**config.mk**
```make
export PLATFORM = sky130hd
export DESIGN_NAME = lsu_ctrl
export DESIGN_NICKNAME = d
export VERILOG_FILES = /design/src/rtl/rv_pkg.sv /design/src/rtl/lsu_align.sv /design/src/rtl/lsu_ctrl.sv
export SDC_FILE = /design/constraint.sdc
export NUM_CORES = 1
export LEC_CHECK = 0
export ABC_AREA = 1
export ABC_CLOCK_PERIOD_IN_PS = 1800
export CORE_UTILIZATION = 46
export DETAILED_ROUTE_END_ITERATION = 16
export PLACE_DENSITY_LB_ADDON = 0.3
export SLEW_MARGIN = 25
export SYNTH_ARGS = -nofsm -noshare
export SYNTH_HDL_FRONTEND = slang
export SYNTH_SLANG_ARGS = --single-unit
```
**constraint.sdc**
```tcl
create_clock -name clk -period 1.8 [get_ports clk]
set_input_delay 0.27 -clock clk [delete_from_list [all_inputs] [get_ports clk]]
set_output_delay 0.27 -clock clk [all_outputs]
set_load 0.005 [all_outputs]
```
**src/rtl/rv_pkg.sv**
```systemverilog
// Shared RV32I load/store definitions: funct3 encodings, LSU FSM states and
// the legality/alignment check used by the load/store unit.
package rv_pkg;

  localparam int XLEN = 32;
  localparam int BE_W = XLEN / 8;

  localparam logic [2:0] F3_B  = 3'b000;
  localparam logic [2:0] F3_H  = 3'b001;
  localparam logic [2:0] F3_W  = 3'b010;
  localparam logic [2:0] F3_BU = 3'b100;
  localparam logic [2:0] F3_HU = 3'b101;

  typedef enum logic [1:0] {
    ST_IDLE = 2'd0,
    ST_REQ  = 2'd1,
    ST_WAIT = 2'd2,
    ST_DONE = 2'd3
  } lsu_state_e;

  // True when funct3 is defined for the access direction and the address is
  // naturally aligned to the access size encoded in funct3[1:0].
  function automatic logic req_ok(input logic we, input logic [2:0] funct3,
                                  input logic [1:0] addr_lo);
    logic defined;
    logic aligned;
    if (we)
      defined = (funct3 == F3_B) || (funct3 == F3_H) || (funct3 == F3_W);
    else
      defined = (funct3 == F3_B) || (funct3 == F3_H) || (funct3 == F3_W) ||
                (funct3 == F3_BU) || (funct3 == F3_HU);
    case (funct3[1:0])
      2'b00:   aligned = 1'b1;
      2'b01:   aligned = !addr_lo[0];
      default: aligned = (addr_lo == 2'b00);
    endcase
    return defined && aligned;
  endfunction

endpackage

```
**src/rtl/lsu_align.sv**
```systemverilog
// Combinational lane steering: byte enables and store-data replication for the
// bus, lane selection plus sign/zero extension for returned load data.
module lsu_align
  import rv_pkg::*;
(
  input  logic [2:0]      funct3,
  input  logic [1:0]      addr_lo,
  input  logic [XLEN-1:0] wdata,
  input  logic [XLEN-1:0] rdata,
  output logic [BE_W-1:0] be,
  output logic [XLEN-1:0] wdata_rep,
  output logic [XLEN-1:0] rdata_ext
);

  logic [7:0]         b_sel;
  logic [15:0]        h_sel;
  logic signed [7:0]  b_s;
  logic signed [15:0] h_s;

  always_comb begin
    be        = '0;
    wdata_rep = '0;
    case (funct3[1:0])
      2'b00: begin
        be        = BE_W'(1) << addr_lo;
        wdata_rep = {4{wdata[7:0]}};
      end
      2'b01: begin
        be        = BE_W'(3) << {addr_lo[1], 1'b0};
        wdata_rep = {2{wdata[15:0]}};
      end
      default: begin
        be        = '1;
        wdata_rep = wdata;
      end
    endcase
  end

  always_comb begin
    case (addr_lo)
      2'b00:   b_sel = rdata[7:0];
      2'b01:   b_sel = rdata[15:8];
      2'b10:   b_sel = rdata[23:16];
      default: b_sel = rdata[31:24];
    endcase
    h_sel = addr_lo[1] ? rdata[31:16] : rdata[15:0];
    b_s   = signed'(b_sel);
    h_s   = signed'(h_sel);
    case (funct3)
      F3_B:    rdata_ext = XLEN'(b_s);
      F3_H:    rdata_ext = XLEN'(h_s);
      F3_BU:   rdata_ext = XLEN'(b_sel);
      F3_HU:   rdata_ext = XLEN'(h_sel);
      default: rdata_ext = rdata;
    endcase
  end

endmodule

```
**src/rtl/lsu_ctrl.sv**
```systemverilog
// Load/store unit controller: accepts one RV32I memory op from the core, runs a
// single bus transaction with grant/response handshake and optional timeout.
module lsu_ctrl
  import rv_pkg::*;
#(
  parameter int TIMEOUT_CYCLES = 255
) (
  input  logic            clk,
  input  logic            rst_n,
  input  logic            req_valid,
  input  logic            req_we,
  input  logic [2:0]      req_funct3,
  input  logic [XLEN-1:0] req_addr,
  input  logic [XLEN-1:0] req_wdata,
  output logic            stall,
  output logic            rsp_valid,
  output logic [XLEN-1:0] rsp_rdata,
  output logic            req_err,
  output logic            bus_err,
  output logic            mem_req,
  output logic            mem_we,
  output logic [XLEN-1:0] mem_addr,
  output logic [XLEN-1:0] mem_wdata,
  output logic [BE_W-1:0] mem_be,
  input  logic            mem_gnt,
  input  logic            mem_rvalid,
  input  logic [XLEN-1:0] mem_rdata
);

  localparam int CNT_W = (TIMEOUT_CYCLES > 1) ? $clog2(TIMEOUT_CYCLES) : 1;
  localparam logic [CNT_W-1:0] TO_LAST =
    CNT_W'((TIMEOUT_CYCLES > 0) ? TIMEOUT_CYCLES - 1 : 0);

  lsu_state_e      state;
  lsu_state_e      state_nxt;
  logic            lat_we;
  logic [2:0]      lat_f3;
  logic [XLEN-1:0] lat_addr;
  logic [XLEN-1:0] lat_wdata;
  logic [XLEN-1:0] rdata_q;
  logic [CNT_W-1:0] cnt;

  logic            legal;
  logic            accept;
  logic            reject;
  logic            to_hit;
  logic            abort;
  logic            capture;
  logic [BE_W-1:0] al_be;
  logic [XLEN-1:0] al_wdata;
  logic [XLEN-1:0] al_rdata;

  // req_valid-driven outputs are gated by rst_n so nothing pulses while in reset
  assign legal   = req_ok(req_we, req_funct3, req_addr[1:0]);
  assign accept  = rst_n && (state == ST_IDLE) && req_valid && legal;
  assign reject  = rst_n && (state == ST_IDLE) && req_valid && !legal;
  assign to_hit  = (TIMEOUT_CYCLES != 0) && (cnt == TO_LAST);
  assign abort   = to_hit && (((state == ST_REQ) && !mem_gnt) ||
                              ((state == ST_WAIT) && !mem_rvalid));
  assign capture = ((state == ST_REQ) && mem_gnt && !lat_we && mem_rvalid) ||
                   ((state == ST_WAIT) && mem_rvalid);

  lsu_align u_align (
    .funct3    (lat_f3),
    .addr_lo   (lat_addr[1:0]),
    .wdata     (lat_wdata),
    .rdata     (rdata_q),
    .be        (al_be),
    .wdata_rep (al_wdata),
    .rdata_ext (al_rdata)
  );

  always_ff @(posedge clk or negedge rst_n) begin
    if (!rst_n) state <= ST_IDLE;
    else        state <= state_nxt;
  end

  always_comb begin
    state_nxt = state;
    case (state)
      ST_IDLE: if (accept) state_nxt = ST_REQ;
      ST_REQ: begin
        if (mem_gnt)
          state_nxt = (lat_we || mem_rvalid) ? ST_DONE : ST_WAIT;
        else if (abort)
          state_nxt = ST_IDLE;
      end
      ST_WAIT: begin
        if (mem_rvalid)  state_nxt = ST_DONE;
        else if (abort)  state_nxt = ST_IDLE;
      end
      default: state_nxt = ST_IDLE;
    endcase
  end

  // Request latches, load-data capture and bus-wait counter
  always_ff @(posedge clk or negedge rst_n) begin
    if (!rst_n) begin
      lat_we    <= 1'b0;
      lat_f3    <= '0;
      lat_addr  <= '0;
      lat_wdata <= '0;
      rdata_q   <= '0;
      cnt       <= '0;
    end else begin
      if (accept) begin
        lat_we    <= req_we;
        lat_f3    <= req_funct3;
        lat_addr  <= req_addr;
        lat_wdata <= req_wdata;
        cnt       <= '0;
      end else if ((state == ST_REQ) || (state == ST_WAIT)) begin
        cnt <= cnt + CNT_W'(1);
      end
      if (capture) rdata_q <= mem_rdata;
    end
  end

  always_comb begin
    stall     = 1'b0;
    rsp_valid = 1'b0;
    rsp_rdata = '0;
    req_err   = 1'b0;
    bus_err   = 1'b0;
    mem_req   = 1'b0;
    mem_we    = 1'b0;
    mem_addr  = '0;
    mem_wdata = '0;
    mem_be    = '0;
    case (state)
      ST_IDLE: begin
        stall   = accept;
        req_err = reject;
      end
      ST_REQ: begin
        stall     = !abort;
        bus_err   = abort;
        mem_req   = 1'b1;
        mem_we    = lat_we;
        mem_addr  = {lat_addr[XLEN-1:2], 2'b00};
        mem_wdata = lat_we ? al_wdata : '0;
        mem_be    = al_be;
      end
      ST_WAIT: begin
        stall   = !abort;
        bus_err = abort;
      end
      default: begin
        rsp_valid = 1'b1;
        rsp_rdata = lat_we ? '0 : al_rdata;
      end
    endcase
  end

endmodule
```
==> impl_metrics.xml <==
<?xml version="1.0" encoding="UTF-8"?>
<metrics>
  <group name="yosys">
    <metric name="synth_async_sr_flop_share" unit="%">100</metric>
    <metric name="yosys-top-cells-area" unit="">sky130_fd_sc_hd__dfrtp_1, sky130_fd_sc_hd__nand2_1, sky130_fd_sc_hd__inv_1</metric>
    <metric name="synth_edf_count" unit="">0</metric>
    <metric name="ys.warnings.count" unit="">0</metric>
    <metric name="syn-cell-area" unit="µm²">6020</metric>
    <metric name="synth.distinct_cells" unit="">44</metric>
    <metric name="yosysTopAreaCell" unit="">sky130_fd_sc_hd__dfrtp_1</metric>
    <metric name="synth_seq_area_share" unit="%">45.7</metric>
    <metric name="post_synth_inst_count" unit="">828</metric>
    <metric name="syn_avg_cell_area" unit="µm²">7.27</metric>
    <metric name="synth-main-ff-cell" unit="">sky130_fd_sc_hd__dfrtp_1</metric>
    <metric name="synth-seq-cells" unit="">110</metric>
    <metric name="synthDominantCellAreaShare" unit="%">45.7</metric>
  </group>
  <group name="setup_path">
    <metric name="crit-reg2reg-launch" unit="">state[0]</metric>
    <metric name="r2r_slack" unit="ps">-590</metric>
    <metric name="r2r.worst_path.cells" unit="">13</metric>
    <metric name="crit_path_dat" unit="ps">2200</metric>
    <metric name="worst-endpoint-required" unit="ps">1530</metric>
    <metric name="critPathBufInv" unit="">4</metric>
    <metric name="worst_setup_path_start_kind" unit="">register</metric>
    <metric name="timing.critical_path.slowest_stage_cell" unit="">sky130_fd_sc_hd__dfrtp_2</metric>
    <metric name="critical_path_depth" unit="">10</metric>
    <metric name="timing.critical_path.to" unit="">rsp_rdata[29]</metric>
    <metric name="worstSetupStartpoint" unit="">lat_addr[1]</metric>
    <metric name="cp_max_fo" unit="">8</metric>
    <metric name="worst-setup-path-type" unit="">reg -&gt; out</metric>
    <metric name="timing.rr.end" unit="">lat_wdata[9]</metric>
    <metric name="worst_path_largest_cell_delay" unit="ps">490</metric>
    <metric name="critical_path.top_delay_family" unit="">simple AND/OR/NAND/NOR gates</metric>
    <metric name="critical_path.cell_chain" unit="">inv_2 -&gt; nand3_2 -&gt; nand3_2 -&gt; nand3_4 -&gt; nand3_4 -&gt; nand2_8 -&gt; buf_12 -&gt; buf_12 -&gt; nor2_4 -&gt; buf_2</metric>
    <metric name="critical_path.endpoint_type" unit="">primary output</metric>
  </group>
  <group name="outcome">
    <metric name="violated_checks" unit="">setup timing</metric>
    <metric name="run_status" unit="">finished with violations</metric>
  </group>
  <group name="cells_and_area">
    <metric name="finalNonFillerCells" unit="">1394</metric>
    <metric name="most-common-layout-cells" unit="">sky130_fd_sc_hd__nand2_1, sky130_fd_sc_hd__dfrtp_1, sky130_fd_sc_hd__clkdlybuf4s50_1, sky130_fd_sc_hd__buf_6, sky130_fd_sc_hd__buf_4</metric>
    <metric name="flow.area_growth_from_synthesis" unit="%">94.5</metric>
    <metric name="finalNetCount" unit="">1326</metric>
    <metric name="fillCellCount" unit="">431</metric>
    <metric name="final_layout_size_suffix_gt1_share" unit="%">47.5</metric>
    <metric name="most_common_library_cell_in_the_layout_ignoring_fill_and_taps" unit="">sky130_fd_sc_hd__nand2_1</metric>
  </group>
  <group name="drt">
    <metric name="routed_wl" unit="mm">36.5</metric>
    <metric name="antenna_left" unit="">0</metric>
    <metric name="drc" unit="">0</metric>
    <metric name="post_drt_wl_per_cell" unit="µm">26.2</metric>
    <metric name="dr.pass1.iters" unit="">8</metric>
    <metric name="drt_first_iter_violations" unit="">1318</metric>
    <metric name="vias_per_inst" unit="">6.16</metric>
    <metric name="via_count" unit="">8590</metric>
  </group>
  <group name="place">
    <metric name="dp.final_hpwl" unit="mm">13.0</metric>
    <metric name="io_buffers" unit="">208</metric>
    <metric name="placedCellCount" unit="">1256</metric>
    <metric name="gp_congestion" unit="">0.908</metric>
  </group>
  <group name="sta">
    <metric name="period_minus_slack" unit="ps">2470</metric>
    <metric name="worst_pin_slew" unit="ps">621</metric>
    <metric name="timing.final.ws_setup" unit="ps">-668</metric>
    <metric name="min_period_over_period" unit="%">137</metric>
    <metric name="setup_violations" unit="">212</metric>
    <metric name="maximum_operating_frequency" unit="GHz">0.405</metric>
    <metric name="unrepaired_setup_endpoints_after_global_routing" unit="">true</metric>
    <metric name="relSlewSlack" unit="%">58.6</metric>
    <metric name="slew_violations" unit="">0</metric>
    <metric name="final.setup.tns" unit="ps">-71790</metric>
    <metric name="timing_hold_violations_final" unit="">0</metric>
    <metric name="skew" unit="ps">5.42</metric>
  </group>
  <group name="clock_network">
    <metric name="tritoncts.num_buffers" unit="">9</metric>
    <metric name="htree_num_levels" unit="">3</metric>
    <metric name="clk_pin_slew_worst_paths" unit="ps">80</metric>
    <metric name="clkLatencyLatePin" unit="ps">360</metric>
    <metric name="ctsLongestPathBuffers" unit="">2</metric>
    <metric name="cts.sink_count" unit="">110</metric>
    <metric name="tritoncts" unit="">yes</metric>
    <metric name="cts_root_buffer" unit="">sky130_fd_sc_hd__clkbuf_16</metric>
  </group>
  <group name="global_routing">
    <metric name="track_usage" unit="%">33.8</metric>
    <metric name="grt_max_degree" unit="">111</metric>
    <metric name="antenna_found_initial" unit="">5</metric>
    <metric name="grt.overflow.total" unit="">0</metric>
    <metric name="grt_pass1_wl" unit="mm">34.9</metric>
    <metric name="number_of_global_route_vias_before_repair" unit="">7168</metric>
  </group>
  <group name="floorplanning">
    <metric name="initial_core_utilization" unit="%">47.5</metric>
    <metric name="area_enclosed_by_the_die_boundary" unit="µm²">13600</metric>
    <metric name="fp.dieW" unit="µm">116</metric>
    <metric name="placementRows" unit="">41</metric>
    <metric name="pin_count" unit="">211</metric>
    <metric name="placeableCoreArea" unit="µm²">12700</metric>
    <metric name="floorplan.die.height" unit="µm">116</metric>
  </group>
  <group name="power">
    <metric name="power_density" unit="nW/µm²">1830</metric>
    <metric name="vdd_ir_drop_max" unit="mV">1.05</metric>
    <metric name="power.static_leakage" unit="nW">6.21</metric>
  </group>
  <group name="min_path">
    <metric name="hold_path_class" unit="">in -&gt; async</metric>
  </group>
  <group name="flow_run">
    <metric name="drv.max_cap_violation_count" unit="">0</metric>
  </group>
</metrics>
## synthesized netlist by cell type (3+ instances only)
cell type / instances
sky130_fd_sc_hd__a22oi_1: 6
sky130_fd_sc_hd__nand3_1: 19
sky130_fd_sc_hd__o22ai_1: 4
sky130_fd_sc_hd__o21ai_1: 4
sky130_fd_sc_hd__o21ai_0: 68
sky130_fd_sc_hd__a21oi_1: 20
sky130_fd_sc_hd__nor3_1: 5
sky130_fd_sc_hd__clkbuf_1: 18
sky130_fd_sc_hd__nand2_1: 301
sky130_fd_sc_hd__dfrtp_1: 110
sky130_fd_sc_hd__nand2_4: 3
sky130_fd_sc_hd__o211ai_1: 7
sky130_fd_sc_hd__inv_1: 113
sky130_fd_sc_hd__buf_4: 9
sky130_fd_sc_hd__o221a_2: 3
sky130_fd_sc_hd__a211oi_1: 4
sky130_fd_sc_hd__buf_2: 8
sky130_fd_sc_hd__ha_1: 6
sky130_fd_sc_hd__nor2_4: 11
sky130_fd_sc_hd__nor2_1: 80
## kinds of logic (layout without fill, tap and decap cells)
| kind of cell | after synthesis | count (layout) | synth area share, % |
|---|---|---|---|
| DFF | 110 | 110 | 45.7 |
| adders and majority gates | 6 | 6 | 1.25 |
| buffers and inverters | 158 | 548 | 11.3 |
| and+or+nand+nor | 428 | 429 | 29.6 |
| AOI/OAI and AO/OA | 125 | 125 | 12.1 |
| other | 1 | 4 | 0.0623 |
## worst min path at each step
| stage | start | end | slack [ps] | cells past startpoint |
|---|---|---|---|---|
| floorplan | rst_n | cnt[0] | -30 | 0 |
| global placement | rst_n | rdata_q[21] | 430 | 2 |
| detailed placement | rst_n | rdata_q[21] | 440 | 2 |
| CTS | rst_n | lat_addr[27] | 80 | 2 |
| global route | rst_n | rdata_q[25] | 90 | 2 |
| finish | rst_n | rdata_q[25] | 40 | 2 |
## report_power, final
| group | internal [mW] | switching [mW] | leakage, nW | total [mW] |
|---|---|---|---|---|
| Combinational | 6.41 | 7.73 | 4.70 | 14.1 |
| Clock | 1.16 | 1.02 | 0.146 | 2.18 |
| Sequential | 3.70 | 1.45 | 1.36 | 5.15 |
| Total | 11.3 | 10.2 | 6.21 | 21.5 |
## per-stage QoR
step / cell area, µm² / power (mW) / hold slack, ps / utilization [%] / setup slack (ps)
5_1_grt: 11700 / 22.1 / 90.8 / 92.4 / -695
3_5_place_dp: 8810 / 12.0 / 439 / 69.5 / -377
6_report: 11700 / 21.5 / 35.9 / 92.4 / -668
2_1_floorplan: 6030 / 8.18 / -25.6 / - / 39.7
3_3_place_gp: 8810 / 11.8 / 429 / 69.5 / -296
4_1_cts: 10200 / 16.6 / 79.7 / 80.5 / -336
## per-layer routing
| layer | up-vias | track usage [%] | share of wire (%) |
|---|---|---|---|
| met5 | - | 0 | 0.20 |
| met4 | 8 | 20.5 | 11 |
| met3 | 374 | 7.37 | 14 |
| met2 | 904 | 58.5 | 44 |
| met1 | 3971 | 38.3 | 31 |
| li1 | 3333 | - | - |
## sequential cells by signal (all words and copies together) (netlist names)
name       cells
rdata_q       32
lat_addr      32
lat_wdata     32
state          2
lat_f3         3
lat_we         1
cnt            8
## final cells by class
type / instances / area [µm²] / share of cell area (%)
diodes: 2 / 5.00 / 0.0427
clock buffers: 13 / 260 / 2.22
clock inverters: 3 / 42.5 / 0.363
inverters: 118 / 488 / 4.17
multi-input cells: 562 / 3770 / 32.2
flip-flops and latches: 110 / 2760 / 23.5
well taps: 172 / 215 / 1.84
repair buffers: 414 / 4180 / 35.7
## repair_timing
| action | CTS | global route |
|---|---|---|
| resized for setup | 612 | 319 |
| gates cloned | 7 | 23 |
| buffers inserted | 66 | 36 |
| hold buffers | 0 | 0 |
| endpoints found under the setup margin | 193 | 208 |
| pin swaps | 54 | 52 |
(Power assumes the default switching activity.)
